## src/rtl/fsm_pkt_parser_if.sv

```systemverilog
// Stream bundle between a word source, the packet parser and its payload consumer.
// master: the parser side (consumes din, drives framed payload); slave: the bench/system side.
interface fsm_pkt_parser_if #(
    parameter int DATA_W = 8
);
    logic [DATA_W-1:0] din;
    logic              din_vld;
    logic [DATA_W-1:0] dout;
    logic              dout_vld;
    logic              dout_sop;
    logic              dout_eop;
    logic              err;
    logic [15:0]       pkt_cnt;

    modport master (
        input  din, din_vld,
        output dout, dout_vld, dout_sop, dout_eop, err, pkt_cnt
    );

    modport slave (
        output din, din_vld,
        input  dout, dout_vld, dout_sop, dout_eop, err, pkt_cnt
    );
endinterface

```

## src/rtl/fsm_pkt_parser.sv

```systemverilog
// Word-serial packet parser: hunts HEAD0/HEAD1, reads a length word, forwards payload framed
// with sop/eop. Optional trailing checksum word is enabled by defining PKT_CHKSUM_EN.
module fsm_pkt_parser #(
    parameter int                DATA_W  = 8,
    parameter logic [DATA_W-1:0] HEAD0   = DATA_W'(8'h55),
    parameter logic [DATA_W-1:0] HEAD1   = DATA_W'(8'hD5),
    parameter int unsigned       MAX_LEN = 16
) (
    input  logic                clk,
    input  logic                rst,
    fsm_pkt_parser_if.master    bus
);
    localparam int CW = $clog2(MAX_LEN + 1);
    localparam logic [DATA_W-1:0] MAX_W = DATA_W'(MAX_LEN);

    typedef enum logic [2:0] {
        IDLE,
        HEAD,
        LEN,
`ifdef PKT_CHKSUM_EN
        DATA,
        CHK
`else
        DATA
`endif
    } state_t;

    state_t            state_reg, state_next;
    logic [CW-1:0]     cnt_reg, cnt_next;
    logic [CW-1:0]     len_reg, len_next;
    logic [DATA_W-1:0] dout_reg, dout_next;
    logic              vld_reg, vld_next;
    logic              sop_reg, sop_next;
    logic              eop_reg, eop_next;
    logic              err_reg, err_next;
    logic [15:0]       pkt_cnt_reg, pkt_cnt_next;
`ifdef PKT_CHKSUM_EN
    logic [DATA_W-1:0] sum_reg, sum_next;
`endif

    always_ff @(posedge clk) begin
        if (rst) begin
            state_reg   <= IDLE;
            cnt_reg     <= '0;
            len_reg     <= '0;
            dout_reg    <= '0;
            vld_reg     <= 1'b0;
            sop_reg     <= 1'b0;
            eop_reg     <= 1'b0;
            err_reg     <= 1'b0;
            pkt_cnt_reg <= '0;
`ifdef PKT_CHKSUM_EN
            sum_reg     <= '0;
`endif
        end else begin
            state_reg   <= state_next;
            cnt_reg     <= cnt_next;
            len_reg     <= len_next;
            dout_reg    <= dout_next;
            vld_reg     <= vld_next;
            sop_reg     <= sop_next;
            eop_reg     <= eop_next;
            err_reg     <= err_next;
            pkt_cnt_reg <= pkt_cnt_next;
`ifdef PKT_CHKSUM_EN
            sum_reg     <= sum_next;
`endif
        end
    end

    always_comb begin
        state_next   = state_reg;
        cnt_next     = cnt_reg;
        len_next     = len_reg;
        dout_next    = dout_reg;
        vld_next     = 1'b0;
        sop_next     = 1'b0;
        eop_next     = 1'b0;
        err_next     = 1'b0;
        pkt_cnt_next = pkt_cnt_reg;
`ifdef PKT_CHKSUM_EN
        sum_next     = sum_reg;
`endif
        // Idle cycles (din_vld=0) leave every piece of state untouched.
        if (bus.din_vld) begin
            case (state_reg)
                IDLE: begin
                    if (bus.din == HEAD0) state_next = HEAD;
                end
                HEAD: begin
                    if (bus.din == HEAD1)      state_next = LEN;
                    else if (bus.din == HEAD0) state_next = HEAD;
                    else                       state_next = IDLE;
                end
                LEN: begin
                    if (bus.din != '0 && bus.din <= MAX_W) begin
                        len_next   = CW'(bus.din);
                        cnt_next   = '0;
                        state_next = DATA;
`ifdef PKT_CHKSUM_EN
                        sum_next   = bus.din;
`endif
                    end else begin
                        err_next   = 1'b1;
                        state_next = IDLE;
                    end
                end
                DATA: begin
                    dout_next = bus.din;
                    vld_next  = 1'b1;
                    sop_next  = (cnt_reg == '0);
                    cnt_next  = cnt_reg + CW'(1);
`ifdef PKT_CHKSUM_EN
                    sum_next  = sum_reg + bus.din;
`endif
                    if (cnt_reg == len_reg - CW'(1)) begin
                        eop_next = 1'b1;
`ifdef PKT_CHKSUM_EN
                        state_next = CHK;
`else
                        state_next   = IDLE;
                        pkt_cnt_next = pkt_cnt_reg + 16'd1;
`endif
                    end
                end
`ifdef PKT_CHKSUM_EN
                CHK: begin
                    if (bus.din == sum_reg) pkt_cnt_next = pkt_cnt_reg + 16'd1;
                    else                    err_next     = 1'b1;
                    state_next = IDLE;
                end
`endif
                default: state_next = IDLE;
            endcase
        end
    end

    assign bus.dout     = dout_reg;
    assign bus.dout_vld = vld_reg;
    assign bus.dout_sop = sop_reg;
    assign bus.dout_eop = eop_reg;
    assign bus.err      = err_reg;
    assign bus.pkt_cnt  = pkt_cnt_reg;
endmodule

```

## src/flat_wrapper.sv

```systemverilog
// flat-port wrapper written by rule: the top's interface ports become plain ports
module fsm_pkt_parser_flat 
#(
    parameter int                DATA_W  = 8,
    parameter logic [DATA_W-1:0] HEAD0   = DATA_W'(8'h55),
    parameter logic [DATA_W-1:0] HEAD1   = DATA_W'(8'hD5),
    parameter int unsigned       MAX_LEN = 16
)
  (clk, rst, bus_din, bus_din_vld, bus_dout, bus_dout_vld, bus_dout_sop, bus_dout_eop, bus_err, bus_pkt_cnt);
  fsm_pkt_parser_if #(.DATA_W(DATA_W)) bus_i ();
  input  logic clk;
  input  logic rst;
  input wire logic [$bits(bus_i.din)-1:0] bus_din;
  input wire logic [$bits(bus_i.din_vld)-1:0] bus_din_vld;
  output wire logic [$bits(bus_i.dout)-1:0] bus_dout;
  output wire logic [$bits(bus_i.dout_vld)-1:0] bus_dout_vld;
  output wire logic [$bits(bus_i.dout_sop)-1:0] bus_dout_sop;
  output wire logic [$bits(bus_i.dout_eop)-1:0] bus_dout_eop;
  output wire logic [$bits(bus_i.err)-1:0] bus_err;
  output wire logic [$bits(bus_i.pkt_cnt)-1:0] bus_pkt_cnt;
  assign bus_i.din = bus_din;
  assign bus_i.din_vld = bus_din_vld;
  assign bus_dout = bus_i.dout;
  assign bus_dout_vld = bus_i.dout_vld;
  assign bus_dout_sop = bus_i.dout_sop;
  assign bus_dout_eop = bus_i.dout_eop;
  assign bus_err = bus_i.err;
  assign bus_pkt_cnt = bus_i.pkt_cnt;
  fsm_pkt_parser #(.DATA_W(DATA_W), .HEAD0(HEAD0), .HEAD1(HEAD1), .MAX_LEN(MAX_LEN)) u_core (.clk(clk), .rst(rst), .bus(bus_i));
endmodule
```

## config.mk

```make
export PLATFORM = sky130hd
export DESIGN_NAME = fsm_pkt_parser_flat
export DESIGN_NICKNAME = d
export VERILOG_FILES = /design/src/rtl/fsm_pkt_parser_if.sv /design/src/rtl/fsm_pkt_parser.sv /design/src/flat_wrapper.sv
export SDC_FILE = /design/constraint.sdc
export NUM_CORES = 1
export LEC_CHECK = 0
export ABC_AREA = 1
export CAP_MARGIN = 20
export CORE_UTILIZATION = 52
export DETAILED_ROUTE_END_ITERATION = 8
export PLACE_DENSITY_LB_ADDON = 0.3
export SKIP_CTS_REPAIR_TIMING = 1
export SLEW_MARGIN = 20
export SYNTH_ARGS = -nofsm -noshare
export SYNTH_HDL_FRONTEND = slang
export SYNTH_SLANG_ARGS = --single-unit
```

## constraint.sdc

```tcl
create_clock -name clk -period 1.89 [get_ports clk]
set_input_delay 0.567 -clock clk [delete_from_list [all_inputs] [get_ports clk]]
set_output_delay 0.567 -clock clk [all_outputs]
set_load 0.01 [all_outputs]
```

==> results.sh <==
export IMPL_ys_seq_area_frac=0.3774
export IMPL_rows=22
export IMPL_yosys_area_top_type="dfxtp_1"
export IMPL_overflow=0
export IMPL_worstPathArrival_ns=2.04
export IMPL_post_route_min_period_ns=1.854
export IMPL_via_count=2229
export IMPL_cp_required_ns=2.07
export IMPL_crit_end="u_core.bus.pkt_cnt[13]"
export IMPL_synthTopCellsByArea="dfxtp_1, nand2_1, a21oi_1"
export IMPL_syn_area_per_cell_um2=6.652
export IMPL_yosysMostFrequentCell="nand2_1"
export IMPL_r2r_end="u_core.bus.pkt_cnt[13]"
export IMPL_async_flop_share=0
export IMPL_p_switching_mw=0.3379
export IMPL_synth_edf_count=0
export IMPL_utilization=0.7563
export IMPL_dpl_hpwl_um=3689
export IMPL_powerDensity_nw_per_um2=524.8
export IMPL_ant_nets=0
export IMPL_grt_pass1_wl_um=8217
export IMPL_synth_common_cells="nand2_1, dfxtp_1, inv_1"
export IMPL_r2r_start="u_core.len_reg[0]"
export IMPL_ys_seq_elements=40
export IMPL_clockPowerShare=0.392
export IMPL_dieArea_um2=4340
export IMPL_firstDrtPassIters=4
export IMPL_hold_ws_ns=0.5036
export IMPL_swShare=0.2242
export IMPL_hold_path_class="register to register"
export IMPL_path_clk_slew_ns=0.08
export IMPL_reg2regPathDepth=14
export IMPL_die_x_um=65.88
export IMPL_nNetsFinal=394
export IMPL_endpoint_kind="register"
export IMPL_totalWireLength_um=5261
export IMPL_insertion_delay_ns=0.30
export IMPL_grt_max_degree=20
export IMPL_cap_violations=0
export IMPL_yosysTopAreaCellShare=0.3774
export IMPL_port_buffers=38
export IMPL_critical_path_class="register to register"
export IMPL_finalClockSkew_ns=0.005750
export IMPL_wl_per_cell_um=12.29
export IMPL_fin_cells=428
export IMPL_io_pins=39
export IMPL_setup_violations=0
export IMPL_routabilityCongestion=0.9044
export IMPL_worstMarginPinSlew_ns=0.3815
export IMPL_netlist_instances=319
export IMPL_rsz0062_at_grt="yes"
export IMPL_start_util=0.5586
export IMPL_drv_slew=0
export IMPL_p_leak_nw=1.173
export IMPL_dieHeight_um=65.88
export IMPL_h_tree_depth=2
export IMPL_p_comb_frac=0.051
export IMPL_num_antenna_cells=0
export IMPL_max_slew_margin_rel=0.7437
export IMPL_dp_cells=415
export IMPL_yosys_warnings=0
export IMPL_area_delta_synth_final_pct=35.38
export IMPL_clockBufferDepth=2
export IMPL_synth_distinct_cells=25
export IMPL_clock_fmax_mhz=539.4
export IMPL_grt_usage=0.2483
export IMPL_cts_sinks=40
export IMPL_seqPwrFrac=0.557
export IMPL_root_buffer="clkbuf_8"
export IMPL_grt_pass1_vias=1860
export IMPL_fin_crit_sh=0.9810
export IMPL_fill_cells=272
export IMPL_cts_tree="done"
export IMPL_core_area_um2=3799
export IMPL_outcome="completed"
export IMPL_route_detailed_drc=0
export IMPL_critPathLaunch="u_core.len_reg[0]"
export IMPL_ir_drop_mv=0.5402
export IMPL_drt_iter0_drc=199
export IMPL_intPower_mw=1.170
export IMPL_hold_violations=0
export IMPL_reg2reg_slack_ns=0.04
export IMPL_synthesis_area_um2=2122
export IMPL_drive_above_1_share=0.1789
export IMPL_worstSetupStartpointType="register"
export IMPL_cts_buffers=5
export IMPL_largest_reg_flops=16
export IMPL_antenna_found_initial=0
export IMPL_synthesis_nets=334
export IMPL_cp_max_fo=6
export IMPL_synth_ff_type="dfxtp_1"
export IMPL_viasPerCell=5.208
export IMPL_power_total_mw=1.508
-- per-stage QoR --
step / TNS, ns / setup slack (ns) / area (um2)
2_1_floorplan: 0 / 0.2646 / 2122
3_3_place_gp: -2.428 / -0.1990 / 2653
3_5_place_dp: -3.212 / -0.2387 / 2653
4_1_cts: -0.06011 / -0.05207 / 2745
5_1_grt: -0.9728 / -0.1129 / 2873
6_report: 0 / 0.03599 / 2873
-- final cells by class --
cell class,instances,area (um2),area share
clock buffers,6,82.58,0.02875
flip-flops and latches,40,813.3,0.2831
well taps,48,60.06,0.02091
repair inverters,1,7.507,0.002613
clock inverters,2,10.01,0.003484
inverters,45,175.2,0.06098
multi-input cells,227,1157,0.4029
repair buffers,59,566.8,0.1973
-- logic make-up (layout without fill, tap and decap cells) --
kind of cell	Yosys count	count (layout)	synth area share
adder cells (fa/ha/maj)	4	4	0.02359
buffers and inverters	52	113	0.1032
AND/OR/NAND/NOR	160	160	0.3237
AO/OA/AOI/OAI	53	53	0.1309
flip-flops	40	40	0.3774
XOR/XNOR	10	10	0.04128
-- power by group through the flow --
stage                     clock network [mW]  registers (mW)  logic [mW]
after CTS                              0.599           0.842      0.0744
after detailed placement                   0           0.862      0.0739
after global routing                   0.635           0.840      0.0840
after floorplan                            0           0.862      0.0256
final                                  0.591           0.840      0.0765
after global placement                     0           0.862      0.0737
-- layout by cell type, fill, tap and decap left out, types with 5 or more instances in the layout --
cell type and count:
inv_1 36, nor2_2 5, nor3_1 10, inv_2 7, nor2_1 29, o21ai_0 15
nand2_2 7, xor2_1 8, clkdlybuf4s50_1 36, buf_4 18, nand2_1 78, clkbuf_8 6
nand4_1 7, dfxtp_2 7, nand3_1 17, a21oi_1 29, dfxtp_1 32
-- worst max-delay path, cell delays in order (launching register included) --
cell        delay [ns]
dfxtp_4           0.37
inv_4             0.05
ha_4              0.26
inv_2             0.03
nand2_2           0.04
nand2_1           0.04
nor2_1            0.07
nand2_1           0.07
nor2_2            0.10
nand2_2           0.09
nor2_4            0.12
buf_6             0.13
clkinvlp_4        0.17
nand2_2           0.12
a21oi_2           0.06
-- worst min-delay path by stage --
| stage | startpoint | end | slack, ns | depth (start not counted) |
|---|---|---|---|---|
| global route | u_core.bus.pkt_cnt[15] | u_core.bus.pkt_cnt[15] | 0.52 | 2 |
| global placement | u_core.bus.pkt_cnt[15] | u_core.bus.pkt_cnt[15] | 0.48 | 2 |
| floorplan | u_core.len_reg[0] | u_core.len_reg[0] | 0.47 | 2 |
| CTS | u_core.bus.pkt_cnt[3] | u_core.bus.pkt_cnt[3] | 0.50 | 2 |
| detailed placement | u_core.bus.pkt_cnt[3] | u_core.bus.pkt_cnt[3] | 0.49 | 2 |
| finish | u_core.bus.pkt_cnt[3] | u_core.bus.pkt_cnt[3] | 0.50 | 2 |
-- routing by layer --
| metal | GRT usage | share of wire |
|---|---|---|
| met1 | 0.3326 | 0.47 |
| met2 | 0.3852 | 0.45 |
| met3 | 0.05862 | 0.061 |
| met4 | 0.08696 | 0.018 |
| met5 | 0 | 0 |
No activity file was read; power rests on OpenSTA's default activity.
